**src/rtl/rk_window_controller.sv**
```systemverilog
// rk_window_controller: sequences start/load/sum/cumulative enables of a box-filter datapath over a COLS x ROWS frame
module rk_window_controller #(
  parameter int COLS      = 19,
  parameter int ROWS      = 19,
  parameter int RADIUS    = 8,
  parameter int START_LAT = 4,
  parameter int CW        = 10
) (
  input  logic          clk,
  input  logic          rst,
  input  logic          done_i,
  input  logic          valid_i,
  input  logic          abort_i,
  output logic          start_en,
  output logic          ld_en,
  output logic          count_en,
  output logic          sum_en,
  output logic          cum_en,
  output logic          done_o,
  output logic          progress_done,
  output logic          busy,
  output logic [CW-1:0] col_o,
  output logic [CW-1:0] row_o
);
  typedef enum logic [2:0] {IDLE, START, START_ROW, SUM_EN, CUM_EN, FINISH} state_t;
  state_t state_q, state_d;
  logic [CW-1:0] col_q, col_d, row_q, row_d, scnt_q, scnt_d;
  always_ff @(posedge clk or negedge rst) begin
    if (!rst) begin
      state_q <= IDLE;
      col_q   <= '0;
      row_q   <= '0;
      scnt_q  <= '0;
    end else begin
      state_q <= state_d;
      col_q   <= col_d;
      row_q   <= row_d;
      scnt_q  <= scnt_d;
    end
  end
  always_comb begin
    state_d = state_q;
    col_d   = col_q;
    row_d   = row_q;
    scnt_d  = scnt_q;
    if (abort_i) begin
      state_d = IDLE;
      col_d   = '0;
      row_d   = '0;
      scnt_d  = '0;
    end else begin
      case (state_q)
        IDLE: if (done_i) begin
          state_d = START;
          row_d   = '0;
          scnt_d  = '0;
        end
        START: if (valid_i) begin
          scnt_d = scnt_q + 1'b1;
          if (scnt_q == CW'(START_LAT - 1)) state_d = START_ROW;
        end
        START_ROW: begin
          col_d   = '0;
          state_d = SUM_EN;
        end
        SUM_EN: if (valid_i) begin
          col_d = col_q + 1'b1;
          if (col_q == CW'(2 * RADIUS - 1)) state_d = CUM_EN;
        end
        CUM_EN: if (valid_i) begin
          // the row's last column holds col so it never exceeds COLS-1
          if (col_q != CW'(COLS - 1)) col_d = col_q + 1'b1;
          else if (row_q == CW'(ROWS - 1)) state_d = FINISH;
          else begin
            row_d   = row_q + 1'b1;
            state_d = START_ROW;
          end
        end
        FINISH: state_d = IDLE;
        default: state_d = IDLE;
      endcase
    end
  end
  assign start_en      = state_q == START;
  assign ld_en         = state_q == START_ROW;
  assign count_en      = state_q == START_ROW || state_q == SUM_EN || state_q == CUM_EN;
  assign sum_en        = state_q == SUM_EN && valid_i;
  assign cum_en        = state_q == CUM_EN && valid_i;
  assign done_o        = cum_en;
  assign progress_done = state_q == FINISH;
  assign busy          = state_q != IDLE;
  assign col_o         = col_q;
  assign row_o         = row_q;
endmodule

```
**config.mk**
```make
export PLATFORM = sky130hd
export DESIGN_NAME = rk_window_controller
export DESIGN_NICKNAME = d
export VERILOG_FILES = /design/src/rtl/rk_window_controller.sv
export SDC_FILE = /design/constraint.sdc
export NUM_CORES = 1
export LEC_CHECK = 0
export CAP_MARGIN = 0
export CORE_ASPECT_RATIO = 0.5
export CORE_MARGIN = 5
export CORE_UTILIZATION = 25
export CTS_CLUSTER_DIAMETER = 60
export CTS_CLUSTER_SIZE = 28
export DETAILED_ROUTE_END_ITERATION = 16
export REMOVE_ABC_BUFFERS = 1
export SETUP_SLACK_MARGIN = 0.4
export SYNTH_ARGS = -nofsm -noshare
export SYNTH_HDL_FRONTEND = slang
export SYNTH_SLANG_ARGS = --single-unit
```
**constraint.sdc**
```tcl
create_clock -name clk -period 8.1 [get_ports clk]
set_input_delay 2.43 -clock clk [delete_from_list [all_inputs] [get_ports clk]]
set_output_delay 2.43 -clock clk [all_outputs]
set_load 0.05 [all_outputs]
```
Yosys cells after proc, flatten, opt, wreduce, memory -nomap -nowiden. Cells that the tools add are included.

Output and inout port bits: 28. Flip-flop bits (word level): 33. Word-level logic and storage cells: 62. Input port bits: 5.

Equal/unequal tests: 18. Reduce and logical (&&, ||, !) cells: 13. Add/sub/neg operators: 3. Muxes and demuxes: 24.

Operator list (number): 10-bit two-way mux (11); 10-bit case mux with 2 select lines (2); 10-bit by 1-bit adder with 10-bit output (second input constant) (3); 10-bit case mux with 3 select lines (1); 3-bit two-way mux (9); 3-bit inequality test (second input constant) (8); 3-bit case mux with 5 select lines (1); 10-bit by 2-bit equality test with 1-bit output (second input constant) (1); 10-bit by 4-bit equality test with 1-bit output (second input constant) (1); 10-bit by 5-bit equality test with 1-bit output (second input constant) (1); 10-bit by 5-bit inequality test with 1-bit output (second input constant) (1); 3-bit nonzero test (3); 7-bit AND reduction (1); 3-bit by 2-bit equality test with 1-bit output (second input constant) (2); 3-bit equality test (second input constant) (2); 5-bit AND reduction (1); 4-bit AND reduction (1); 4-bit nonzero test (1); 3-bit by 1-bit equality test with 1-bit output (second input constant) (1); 3-bit zero test (1); 3-bit by 2-bit inequality test with 1-bit output (second input constant) (1); 3-bit AND reduction (1); 1-bit logical AND (2); 1-bit logical OR (2).

Depth between registers and ports, before layout. Gate-level depths: netlist of the first run.

Word-level depth: 6. Mapped depth: 9. Mapped depth without buffers: 7.

Worst setup path after synthesis of the first run. Ideal clock, no wire load.

Path type: input -> output. Start point: input valid_i. End point: output done_o. Data arrival time: 4458 ps. Buffers on the path: 1. Stages on the path: 2. Slack: 1212 ps. Data required time: 5670 ps. Cell sequence: nor4bb_1 buf_4.

Cells in the longest elaborated chain, start to end: 1.

Ends and longest elaborated chain: from (decl) (RTL line 12) `input logic valid_i,`; 1-bit logical AND (RTL line 88) `assign cum_en = state_q == CUM_EN && valid_i;`; to (decl) (RTL line 19) `output logic done_o,`.

Every way passes these cells.

Worst setup path in the final report of the first run. Same ends and word-level chain as after synthesis.

==> key figures, run 1 <==
Status
  – Status: completed

Synth
  – Largest cells by area after synthesis: dfrtp_1, nor2_1, a21oi_1, xnor2_1, nand2_1
  – Most frequent cell after synthesis: dfrtp_1
  – Top FF cell, synth: dfrtp_1
  – Post-synthesis sequential area ratio: 41.3%
  – Number of flops mapped to enable cells by yosys: 0
  – Mapped Cells: 225
  – Mean Syn Cell Area: 8.89 sq um
  – Ys Warns: 0
  – Post-Syn Area: 2000 sq um
  – Yosys top cell area share: 41.3%
  – Synthesis-stage register bit count: 33
  – Top cell type by total area after synthesis: dfrtp_1
  – Synth top cells by count: dfrtp_1, nor2_1, nand2_1, a21oi_1
  – Library cells used by synthesis: 42
  – Async set-reset flop share out of synthesis: 100%

STA
  – Final hold violations: 0
  – # setup viols final: 0
  – RSZ-0062 raised after global routing: false
  – Layout Skew: 4.08 ps
  – Max frequency: 0.147 GHz
  – Slew @ Worst Pin: 1150 ps
  – Relative slew margins: 23.0%
  – Setup TNS: 0 ps
  – Final slew viol count: 0
  – Final worst-path cycle share: 83.7%
  – Tmin final: 6780 ps
  – Min Hold Slack: 546 ps

Drt
  – Routed Antenna Nets: 0
  – Detailed Routing Iterations Pass 1: 5
  – WL per Instance: 12.8 microns
  – 1st-iter DRT viols: 88
  – Remaining DRCs: 0
  – WL final: 4730 microns
  – DR vias: 1,776
  – DR vias/cell: 4.80

Cells and area
  – Layout cells sized above 1: 5.43%
  – Ant. Diodes: 0
  – Layout Nets: 267
  – Final instance area: 2590 sq um
  – Area Growth Syn to Fin: 29.5%

Setup path
  – Cell mode on critical path: clkdlybuf4s50_1
  – Slowest CP cell: clkdlybuf4s50_1
  – Startpoint types: primary input
  – Crit-path max cell delay: 910 ps
  – Crit path capture type: output port
  – FF-to-FF setup slack: 5050 ps
  – R2r endpoint: row_o[9]$_DFFE_PN0P_
  – Critical Path AT: 4350 ps
  – Crit path max fanout: 7
  – Worst EP required: 5670 ps
  – Crit-path cells: clkdlybuf4s50_1 -> nor4bb_1 -> clkdlybuf4s50_1
  – Reg2Reg Depth: 5
  – Critical path class: primary input to output port
  – RR Startpoint: col_o[7]$_DFFE_PN0P_

Clocking
  – Hold buffer count at cts: 0
  – CTS resizes: 0
  – Buffer depth of the longest clock path: 2
  – Clk_lat worst skew: 280 ps
  – CTS Sinks: 33
  – Number of buffers created by CTS: 5
  – Clock-pin slew on the worst setup and hold paths: 50 ps
  – Post-CTS setup buffer count: 0
  – H-tree depth: 2
  – CTS root buffer: clkbuf_16
  – CTS tree: built

Floorplanning
  – Io pins: 33
  – Die Area: 10,000 sq um
  – Placement row count: 23
  – Die Wd: 137 microns
  – Core area: 7890 sq um
  – Die height: 73.3 microns
  – Starting Density: 25.4%

Hold path
  – HP Class: flip-flop to flip-flop
  – Hold Path Cell Cnt: 1
  – Hold Path Origin: scnt_q[1]$_DFFE_PN0P_
  – Worst Hold Path EP: scnt_q[1]$_DFFE_PN0P_

GRT
  – Gr ovfl total: 0
  – Largest net degree at the start of global routing: 34
  – Initial antenna violation count: 0
  – GRT met3 Usage: 2.26%
  – Vias in the first global route: 1,713
  – Grt peak-use layer: met2
  – Total GRT Usage: 10.1%
  – GR Util met1: 12.1%
  – GR Util met2: 17.2%
  – First-pass GRT wire length: 8060 microns

Placement
  – Placed Area: 2430 sq um
  – Placer Congestion: 0.804
  – PortBufs: 32
  – DP HPWL: 3360 microns

Power and ir drop
  – Worst vdd ir: 78.7 uV
  – Pint: 0.371 mW
  – Gate power share: 32.8%
  – Reg power frac: 34.2%
  – Clock share of power: 33.0%
  – Pwr per Cell Area: 230 nW/um^2
  – Net Sw Power: 0.225 mW
  – Switching share of power: 37.8%
  – Leakage power: 1.01 nW

Job
  – Max Cap Viol: 0
==> layout make-up <==
cell class,instances,area (sq um)
clock buffers,7,153
repair buffers,33,328
well taps,112,140
flip-flops and latches,33,826
multi-input cells,179,1120
fillers,814,5290
inverters,5,18.8
clock inverters,1,5.00
==> worst max-delay path by stage <==
stage                 start  endpoint  cells after the start
floorplan           valid_i    cum_en                      1
global placement    valid_i    cum_en                      3
detailed placement  valid_i    done_o                      3
CTS                 valid_i    done_o                      3
global route        valid_i    done_o                      3
finish              valid_i    done_o                      3
==> critical path: cells and delay by family <==
family                 cells  cell delay, ps
AND/OR/NAND/NOR            1             440
buffers and inverters      2            1480
==> routing by layer <==
metal  up-vias  wire [microns]
met2        17            2320
met4         0              89
li1        888               -
met1       863            2180
met3         8             138
met5         -               0
==> kinds of logic after synthesis <==
kind of cell / after synthesis / synth area share (%)
xor+xnor: 16 / 7.00
buf+inv: 13 / 2.69
mux: 3 / 1.69
compound gates: 48 / 15.2
fa+ha+maj: 5 / 3.13
simple gates: 107 / 29.0
flops: 33 / 41.3
==> power by group through the flow <==
stage / registers, mW / logic (mW) / clock network, mW
floorplan: 0.210 / 0.128 / 0
global placement: 0.205 / 0.195 / 0
detailed placement: 0.206 / 0.197 / 0
CTS: 0.203 / 0.198 / 0.202
global route: 0.207 / 0.214 / 0.208
finish: 0.204 / 0.195 / 0.197
==> per-stage QoR <==
stage | std cells | worst slack, ps | util, % | power (mW)
after global placement | 362 | 1420 | 30.9 | 0.400
final | 370 | 1320 | 32.9 | 0.595
after detailed placement | 362 | 1310 | 30.9 | 0.403
after global routing | 370 | 1220 | 32.9 | 0.629
after CTS | 370 | 1290 | 32.9 | 0.603
after floorplan | 217 | 345 | - | 0.337
==> cells in the final DEF, fill, tap and decap left out, drive strengths merged, types with 2 or more instances in the layout <==
cell type and n:
dfrtp 33, and3b 2, a21o 2, nor4b 3, nor2b 3, o21a 2, and4 3, nand2 20
ha 5, clkbuf 7, nor2 26, nand3 9, nand4 4, clkdlybuf4s50 32, or4 6, o311ai 2
o21bai 2, o31ai 6, inv 5, nand3b 2, o21ai 9, o41ai 2, mux2 3, nor3 7
and3 5, xor2 7, a211oi 3, a21oi 16, xnor2 9, or3 5, nor4 2, nand2b 6
==> registers in the layout, summed over array words and instances (netlist names) <==
name,flops
scnt_q,10
col_o,10
row_o,10
state_q,3
No activity file was read; power rests on OpenSTA's default activity.
==> inputs of run 2 (changes only) <==
- clock period: 8.1 -> 6.85 ns (I/O delays scaled with it)
==> run 2 against run 1 <==
Core utilization increased by 0.24 points. Routed wire length decreased by 1.2%. Critical path depth unchanged. Combinational power increased by 18%. Clock power increased by 33%. Count of clock-buffer cells in the layout decreased by 1. Die area unchanged. Via count decreased by 1.4%. Critical path type unchanged. Highest routed layer unchanged.
==> key figures, run 2 (synthesis results as in run 1) <==
Status
  – Status: completed

STA
  – Relative slew margins: 21.5%
  – Final slew viol count: 0
  – Tmin final: 6050 ps
  – RSZ-0062 raised after global routing: false
  – Layout Skew: 4.58 ps
  – Final hold violations: 0
  – Slew @ Worst Pin: 1180 ps
  – Setup TNS: 0 ps
  – # setup viols final: 0
  – Min Hold Slack: 532 ps
  – Max frequency: 0.165 GHz
  – Final worst-path cycle share: 88.3%

Power and ir drop
  – Pint: 0.466 mW
  – Net Sw Power: 0.268 mW
  – Worst vdd ir: 112 uV
  – Clock share of power: 35.7%
  – Reg power frac: 32.7%
  – Leakage power: 1.01 nW
  – Switching share of power: 36.5%
  – Gate power share: 31.6%
  – Pwr per Cell Area: 281 nW/um^2

Cells and area
  – Final instance area: 2610 sq um
  – Commonest non-fill, non-tap cell in the layout: dfrtp_1
  – Sequential cell area: 826 sq um
  – Area Growth Syn to Fin: 30.5%
  – Final Core Density: 33.1%
  – Non-filler cells in the finished layout: 370
  – Commonest cells after routing, fill and taps aside: dfrtp_1, clkdlybuf4s50_1, nor2_1, nand2_1, a21oi_1
  – Layout cells sized above 1: 5.43%
  – Fill cells: 826
  – Multi-input gate area: 1120 sq um
  – Ant. Diodes: 0
  – Layout Nets: 267

Placement
  – PortBufs: 32
  – Placer Congestion: 0.804
  – # placed instances: 362
  – Placed Area: 2430 sq um
  – DP HPWL: 3350 microns

Drt
  – WL per Instance: 12.6 microns
  – 1st-iter DRT viols: 209
  – Remaining DRCs: 0
  – Routed Antenna Nets: 0
  – DR vias/cell: 4.73
  – Detailed Routing Iterations Pass 1: 4
  – WL final: 4670 microns
  – DR vias: 1,751

Setup path
  – Critical Path AT: 4000 ps
  – Critical path class: primary input to output port
  – Crit. Startpoint: valid_i
  – CP Capture Point: cum_en
  – R2r endpoint: row_o[9]$_DFFE_PN0P_
  – Crit path capture type: output port
  – RR Startpoint: col_o[7]$_DFFE_PN0P_
  – Crit path max fanout: 7
  – Worst EP required: 4800 ps
  – FF-to-FF setup slack: 3760 ps
  – Startpoint types: primary input
  – Reg2Reg Depth: 5

Floorplanning
  – Core area: 7890 sq um
  – Die Area: 10,000 sq um
  – Placement row count: 23
  – Die Wd: 137 microns
  – Io pins: 33
  – Starting Density: 25.4%
  – Die height: 73.3 microns

Clocking
  – Number of buffers created by CTS: 5
  – Clock-pin slew on the worst setup and hold paths: 50 ps
  – Post-CTS setup buffer count: 0
  – CTS tree: built
  – Hold buffer count at cts: 0
  – Clk_lat worst skew: 280 ps
  – CTS root buffer: clkbuf_16
  – CTS Sinks: 33
  – H-tree depth: 2
  – CTS resizes: 0
  – Buffer depth of the longest clock path: 2

Job
  – Max Cap Viol: 0

GRT
  – Largest net degree at the start of global routing: 34
  – Initial antenna violation count: 0
  – Vias in the first global route: 1,687
  – First-pass GRT wire length: 7970 microns
  – Gr ovfl total: 0
  – Total GRT Usage: 9.85%

Hold path
  – Hold Path Origin: scnt_q[1]$_DFFE_PN0P_
  – HP Class: flip-flop to flip-flop
==> run 2: worst max-delay path: stages <==
cell and delay, ps:
clkdlybuf4s50_1 590, nor4bb_1 450, clkdlybuf4s50_1 910
==> run 2: worst min-delay path by stage <==
stage / end / cells after the start
CTS: scnt_q[1]$_DFFE_PN0P_ / 1
finish: scnt_q[1]$_DFFE_PN0P_ / 1
floorplan: scnt_q[1]$_DFFE_PN0P_ / 1
detailed placement: scnt_q[1]$_DFFE_PN0P_ / 1
global placement: scnt_q[1]$_DFFE_PN0P_ / 1
global route: scnt_q[1]$_DFFE_PN0P_ / 1
==> run 2: layer usage <==
layer  vias up  track usage [%]  routed length [microns]
li1        888                -                        -
met5         -                0                        0
met3         7             2.05                      156
met1       832             12.4                     2160
met2        24             16.8                     2280
met4         0             3.91                       70
==> run 2: cell type report <==
cell class	instances	share of cell area, %
multi-input combinational	179	43.0
clock buffer	6	5.32
timing repair buffer	33	12.6
sequential	33	31.6
tap	112	5.37
inverter	5	0.719
clock inverter	2	1.44
==> run 2: stage by stage <==
step                power (mW)  setup WS, ps
floorplan                0.399          -155
global placement         0.473           917
detailed placement       0.477           820
CTS                      0.745           804
global route             0.778           770
finish                   0.733           799
==> run 2: power by group through the flow <==
stage               Clock [mW]  Sequential (mW)  Combinational (mW)
global placement             0            0.242               0.231
global route             0.280            0.244               0.254
floorplan                    0            0.248               0.151
finish                   0.262            0.240               0.231
CTS                      0.270            0.240               0.235
detailed placement           0            0.243               0.233
